### config.mk
export PLATFORM = sky130hd
export DESIGN_NAME = jump_pc_sequencer_flat
export DESIGN_NICKNAME = d
export VERILOG_FILES = /design/src/rtl/jump_pc_sequencer_if.sv /design/src/rtl/jump_pc_sequencer.sv /design/src/flat_wrapper.sv
export SDC_FILE = /design/constraint.sdc
export NUM_CORES = 1
export LEC_CHECK = 0
export CORE_MARGIN = 1.5
export CORE_UTILIZATION = 25
export CTS_BUF_LIST = sky130_fd_sc_hd__clkbuf_8 sky130_fd_sc_hd__clkbuf_16
export DETAILED_ROUTE_END_ITERATION = 10
export DONT_BUFFER_PORTS = 1
export PLACE_DENSITY = 0.45
export SYNTH_ARGS = -nofsm -noshare
export SYNTH_HDL_FRONTEND = slang
export SYNTH_SLANG_ARGS = --single-unit
### constraint.sdc
create_clock -name clk -period 9.3 [get_ports clk]
set_input_delay 0.93 -clock clk [delete_from_list [all_inputs] [get_ports clk]]
set_output_delay 0.93 -clock clk [all_outputs]
set_load 0.02 [all_outputs]
### src/rtl/jump_pc_sequencer_if.sv
// Bus between the next-PC sequencer, instruction memory and the datapath.
//   master : the sequencer (drives fetch request/address, ir, pc, link write, error)
//   slave  : the environment (imem responses, execute completion, branch result, rs value)
interface jump_pc_sequencer_if;
  logic [31:0] imem_addr;
  logic        imem_req;
  logic        imem_ready;
  logic [31:0] imem_data;
  logic [31:0] ir;
  logic        instr_valid;
  logic        ex_done;
  logic        branch_taken;
  logic [31:0] reg_rs;
  logic        ra_we;
  logic [31:0] ra_data;
  logic [31:0] pc;
  logic        addr_err;

  modport master (
    output imem_addr, imem_req, ir, instr_valid, ra_we, ra_data, pc, addr_err,
    input  imem_ready, imem_data, ex_done, branch_taken, reg_rs
  );
  modport slave (
    input  imem_addr, imem_req, ir, instr_valid, ra_we, ra_data, pc, addr_err,
    output imem_ready, imem_data, ex_done, branch_taken, reg_rs
  );
endinterface

### src/rtl/jump_pc_sequencer.sv
// Multicycle next-PC controller: owns the PC, fetches, and steps each
// instruction through FETCH -> DECODE -> EXECUTE -> UPDATE. Resolves J/JAL,
// JR and BEQ/BNE targets and issues the $ra link write for JAL.
// Ports:
//   clk, reset_n : clock, async active-low reset
//   bus (master) : imem_addr/imem_req/imem_ready/imem_data fetch handshake,
//                  ir/instr_valid to datapath, ex_done/branch_taken/reg_rs
//                  from datapath, ra_we/ra_data link write, pc, addr_err.
module jump_pc_sequencer #(
  parameter logic [31:0] RESET_PC = 32'h0000_0000
) (
  input  logic               clk,
  input  logic               reset_n,
  jump_pc_sequencer_if.master bus
);
  typedef enum logic [1:0] {FETCH, DECODE, EXECUTE, UPDATE} state_t;

  localparam logic [5:0] OP_J   = 6'h02;
  localparam logic [5:0] OP_JAL = 6'h03;
  localparam logic [5:0] OP_BEQ = 6'h04;
  localparam logic [5:0] OP_BNE = 6'h05;
  localparam logic [5:0] FN_JR  = 6'h08;

  state_t      state;
  logic [31:0] pc_q, ir_q, ra_data_q;
  logic        imem_req_q, instr_valid_q, ra_we_q, addr_err_q;
  logic        taken_q;
  logic [31:2] rs_q;     // JR target captured together with ex_done

  logic [31:0] pc_plus4, jump_tgt, br_tgt, jr_tgt, nxt_pc;
  logic        is_j, is_jal, is_br, is_jr;

  assign pc_plus4 = pc_q + 32'd4;
  assign jump_tgt = {pc_plus4[31:28], ir_q[25:0], 2'b00};
  assign br_tgt   = pc_plus4 + {{14{ir_q[15]}}, ir_q[15:0], 2'b00};
  assign jr_tgt   = {rs_q, 2'b00};

  assign is_j   = (ir_q[31:26] == OP_J);
  assign is_jal = (ir_q[31:26] == OP_JAL);
  assign is_br  = (ir_q[31:26] == OP_BEQ) || (ir_q[31:26] == OP_BNE);
  assign is_jr  = (ir_q[31:26] == 6'h00) && (ir_q[5:0] == FN_JR);

  always_comb begin
    nxt_pc = pc_plus4;
    if (is_j || is_jal)       nxt_pc = jump_tgt;
    else if (is_jr)           nxt_pc = jr_tgt;
    else if (is_br && taken_q) nxt_pc = br_tgt;
  end

  always_ff @(posedge clk or negedge reset_n) begin
    if (!reset_n) begin
      state         <= FETCH;
      pc_q          <= RESET_PC;
      ir_q          <= '0;
      ra_data_q     <= '0;
      imem_req_q    <= 1'b1;
      instr_valid_q <= 1'b0;
      ra_we_q       <= 1'b0;
      addr_err_q    <= 1'b0;
      taken_q       <= 1'b0;
      rs_q          <= '0;
    end else begin
      // single-cycle pulses default low
      instr_valid_q <= 1'b0;
      ra_we_q       <= 1'b0;
      addr_err_q    <= 1'b0;
      case (state)
        FETCH: if (bus.imem_ready) begin
          ir_q          <= bus.imem_data;
          instr_valid_q <= 1'b1;
          imem_req_q    <= 1'b0;
          state         <= DECODE;
        end
        DECODE: state <= EXECUTE;
        EXECUTE: if (bus.ex_done) begin
          taken_q <= bus.branch_taken;
          rs_q    <= bus.reg_rs[31:2];
          // link/err pulses are registered, so they are set on entry to UPDATE
          if (is_jal) begin
            ra_we_q   <= 1'b1;
            ra_data_q <= pc_plus4;
          end
          if (is_jr && (bus.reg_rs[1:0] != 2'b00)) addr_err_q <= 1'b1;
          state <= UPDATE;
        end
        UPDATE: begin
          pc_q       <= nxt_pc;
          imem_req_q <= 1'b1;
          state      <= FETCH;
        end
        default: state <= FETCH;
      endcase
    end
  end

  assign bus.imem_addr   = pc_q;
  assign bus.pc          = pc_q;
  assign bus.imem_req    = imem_req_q;
  assign bus.ir          = ir_q;
  assign bus.instr_valid = instr_valid_q;
  assign bus.ra_we       = ra_we_q;
  assign bus.ra_data     = ra_data_q;
  assign bus.addr_err    = addr_err_q;
endmodule

### src/flat_wrapper.sv
// flat-port wrapper written by rule: the top's interface ports become plain ports
module jump_pc_sequencer_flat 
#(
  parameter logic [31:0] RESET_PC = 32'h0000_0000
)
  (clk, reset_n, bus_imem_addr, bus_imem_req, bus_ir, bus_instr_valid, bus_ra_we, bus_ra_data, bus_pc, bus_addr_err, bus_imem_ready, bus_imem_data, bus_ex_done, bus_branch_taken, bus_reg_rs);
  jump_pc_sequencer_if bus_i ();
  input  logic clk;
  input  logic reset_n;
  output wire logic [$bits(bus_i.imem_addr)-1:0] bus_imem_addr;
  output wire logic [$bits(bus_i.imem_req)-1:0] bus_imem_req;
  output wire logic [$bits(bus_i.ir)-1:0] bus_ir;
  output wire logic [$bits(bus_i.instr_valid)-1:0] bus_instr_valid;
  output wire logic [$bits(bus_i.ra_we)-1:0] bus_ra_we;
  output wire logic [$bits(bus_i.ra_data)-1:0] bus_ra_data;
  output wire logic [$bits(bus_i.pc)-1:0] bus_pc;
  output wire logic [$bits(bus_i.addr_err)-1:0] bus_addr_err;
  input wire logic [$bits(bus_i.imem_ready)-1:0] bus_imem_ready;
  input wire logic [$bits(bus_i.imem_data)-1:0] bus_imem_data;
  input wire logic [$bits(bus_i.ex_done)-1:0] bus_ex_done;
  input wire logic [$bits(bus_i.branch_taken)-1:0] bus_branch_taken;
  input wire logic [$bits(bus_i.reg_rs)-1:0] bus_reg_rs;
  assign bus_imem_addr = bus_i.imem_addr;
  assign bus_imem_req = bus_i.imem_req;
  assign bus_ir = bus_i.ir;
  assign bus_instr_valid = bus_i.instr_valid;
  assign bus_ra_we = bus_i.ra_we;
  assign bus_ra_data = bus_i.ra_data;
  assign bus_pc = bus_i.pc;
  assign bus_addr_err = bus_i.addr_err;
  assign bus_i.imem_ready = bus_imem_ready;
  assign bus_i.imem_data = bus_imem_data;
  assign bus_i.ex_done = bus_ex_done;
  assign bus_i.branch_taken = bus_branch_taken;
  assign bus_i.reg_rs = bus_reg_rs;
  jump_pc_sequencer #(.RESET_PC(RESET_PC)) u_core (.clk(clk), .reset_n(reset_n), .bus(bus_i));
endmodule
==> run summary <==
CP bufs+invs: 0
fin crit share: 50.23%
Worst Slack Setup Final: 4.629 ns
Slowest Stage Delay on Critical Path: 0.82 ns
CTS Buf Count: 17
DRT iter0 DRCs: 386
FFs w/ async S/R, synth: 100.0%
fin crit period: 4.671 ns
vias: 6285
design area: 8935 um^2
clock latency on the worst-skew pair: 0.44 ns
Final nets: 911
synth unique cells: 69
PortBufs: 0
total gr overflow: 0
vias in the first global route: 6381
share of cells above drive strength 1: 17.06%
largest net degree at the start of global routing: 130
initial antenna violation count: 0
routed len/inst: 22.19 um
Max VDD drop: 153.7 uV
Post-CTS Hold Buffers: 0
critical path endpoint category: flop
via/cell ratio: 5.164
Top delay family on crit path: compound AO/OA/AOI/OAI gates
Tot Pwr: 3.910 mW
final hold violations: 0
CP Data Required Time: 9.61 ns
Setup TNS: 0 ns
Die Y: 182.7 um
Slew Viols, Final: 0
max frequency: 0.2141 GHz
Area Growth Syn to Fin: 10.66%
post-route ant nets: 0
RSZ-0062 raised after global routing: false
min-delay worst type: primary input to asynchronous set/reset pin
Die ar.: 33380 um^2
startpoint types: flop
Worst-Margin Slew: 1.046 ns
Final HPWL DP: 19250 um
Placer Congestion: 0.8443
Clock Skew: 0.01165 ns
Post-route DRC: 0
drt first pass iters: 5
Seq/Total Area, Yosys: 40.00%
Synth Warn #: 0
Worst EP arrival: 4.98 ns
slowest library cell on the worst path: dfrtp_1
clock slew at reported path FFs: 0.07 ns
# rows: 65
number of synthesized flops with an enable pin: 0
Avg Cell Area, Syn: 9.623 um^2
diode count: 0
Setup CP Type: flop to flop
Seq cells post-synth: 129
maximum clock path buffer count: 2
Max transition margin: 30.02%
CTS root buffer: clkbuf_16
Mapped Cells: 839
GRT Util Overall: 16.61%
DP Area: 8269 um^2
Placement Setup Slack: 4.671 ns
# setup viols final: 0
Die Width: 182.7 um
Crit Path Max Fanout: 9
H-tree Lvls: 4
final WL: 27000 um
Initial Util: 25.52%
ys flop type: dfrtp_1
pwr dens: 437.7 nW/um^2
global-route wire length before repair: 41010 um
# IOs: 201
Post-CTS Setup Repair Bufs: 0
clk sink count: 129
CTS tree: built
CP Cell Sequence: ha_1 -> and3_1 -> nand4_1 -> nor2_1 -> xor2_1 -> ha_1 -> and2_1 -> a221o_1 -> o21a_1 -> a311oi_2 -> o21bai_2 -> xnor2_1 -> a221oi_1 -> a221o_1
Max-Cap Viols: 0
mapped cell area: 8074 um^2
Leak: 3.825 nW
status: completed
core area: 31640 um^2
post_cts resized: 0
## placed cells by master (no fill, tap or decap), drive strengths merged, types with 4 or more instances in the layout
cell type and n:
conb 6, nand3 21, o21bai 5, nand4 9, nor2 60, o31ai 4
dfrtp 128, xnor2 25, and3 16, o21ai 44, buf 9, a211oi 12
o21a 5, mux2 82, o221ai 7, inv 33, o211ai 21, xor2 20
a41oi 5, nand2 87, clkinv 4, ha 39, a21oi 43, a21o 11
and2 5, nand2b 4, bufinv 5, clkbuf 18, nor3 9, nor4 8
a31oi 17, o22ai 6
## final timing paths
| kind | slack [ns] | end | cells past startpoint | start |
|---|---|---|---|---|
| setup / recovery | 4.63 | u_core.bus.imem_addr[20]$_DFFE_PN0P_ | 14 | u_core.bus.imem_addr[2]$_DFFE_PN0P_ |
| hold / removal | 0.19 | u_core.bus.ir[4]$_DFFE_PN0P_ | 0 | reset_n |
| setup reg to reg | 4.63 | u_core.bus.imem_addr[20]$_DFFE_PN0P_ | 14 | u_core.bus.imem_addr[2]$_DFFE_PN0P_ |
| hold reg to reg | 0.51 | u_core.rs_q[8]$_DFFE_PN0P_ | 1 | u_core.rs_q[8]$_DFFE_PN0P_ |
| max in group asynchronous | 8.89 | u_core.bus.imem_req$_DFFE_PN1P_ | 0 | reset_n |
| min in group clk | 0.51 | u_core.rs_q[8]$_DFFE_PN0P_ | 1 | u_core.rs_q[8]$_DFFE_PN0P_ |
## flip-flops by register name (all words and copies together), names as in the netlist
name and flops:
u_core.bus.ra_we 1, u_core.rs_q 30, u_core.state 2, u_core.bus.imem_req 1
u_core.bus.instr_valid 1, u_core.bus.ir 32, u_core.taken_q 1, u_core.bus.addr_err 1
u_core.bus.imem_addr 30, u_core.bus.ra_data 30
## kinds of logic after synthesis
kind of cell	synth area share [%]
compound gates	16.91
other cells	0.04645
mux	11.81
xor+xnor	4.974
fa+ha+maj	6.292
buf+inv	6.338
simple gates	13.64
flops	40.00
## cell usage after synthesis (4+ instances only)
library cell | number | share of area (%)
o31ai_1 | 4 | 0.37
o21bai_1 | 4 | 0.37
o211ai_1 | 21 | 2.0
nor3_1 | 8 | 0.50
and3_1 | 16 | 1.2
clkbuf_1 | 26 | 1.2
dfrtp_1 | 128 | 40
buf_4 | 36 | 3.3
a21oi_1 | 43 | 2.7
a41oi_1 | 5 | 0.54
nand3_1 | 21 | 1.3
a21o_1 | 11 | 1.0
xor2_1 | 20 | 2.2
nand2_1 | 87 | 4.0
nand4_1 | 9 | 0.70
o22ai_1 | 6 | 0.46
o221ai_1 | 7 | 0.76
mux2_2 | 82 | 11
o21a_1 | 5 | 0.46
ha_1 | 39 | 6.0
nor2_1 | 59 | 2.7
and2_1 | 5 | 0.39
a211oi_1 | 12 | 1.1
o21ai_0 | 43 | 2.7
buf_1 | 7 | 0.33
a31oi_1 | 17 | 1.3
xnor2_1 | 24 | 2.6
nor4_1 | 7 | 0.54
inv_1 | 30 | 1.4
nand2b_1 | 4 | 0.31
## cell type report
class	instances	area [um^2]
Clock buffer	18	439.2
Clock inverter	14	226.5
Fill cell	3297	22700
Inverter	30	112.6
Multi-Input combinational cell	615	4357
Sequential cell	129	3229
Tap cell	402	503.0
Timing Repair Buffer	9	67.56
## per-layer routing
layer  vias to the layer above  global-route usage (%)  part of all wire [%]
met1                      3099                   22.19                    47
met3                        18                   5.508                   7.8
met2                       220                   25.60                    44
met5                         -                       0                     0
li1                       2948                       -                     -
met4                         0                   4.397                   1.3
## per-stage QoR
| step | instances | hold slack [ns] | utilization, % |
|---|---|---|---|
| floorplan | 844 | 0.4740 | - |
| global placement | 1185 | 0.4922 | 26.14 |
| detailed placement | 1185 | 0.4938 | 26.14 |
| CTS | 1217 | 0.1499 | 28.24 |
| global route | 1217 | 0.1541 | 28.24 |
| finish | 1217 | 0.1874 | 28.24 |
## power breakdown
group	switching (mW)	internal [mW]
clock network	0.277	0.486
logic	1.00	0.778
registers	0.580	0.784
No activity file was read; power rests on OpenSTA's default activity.
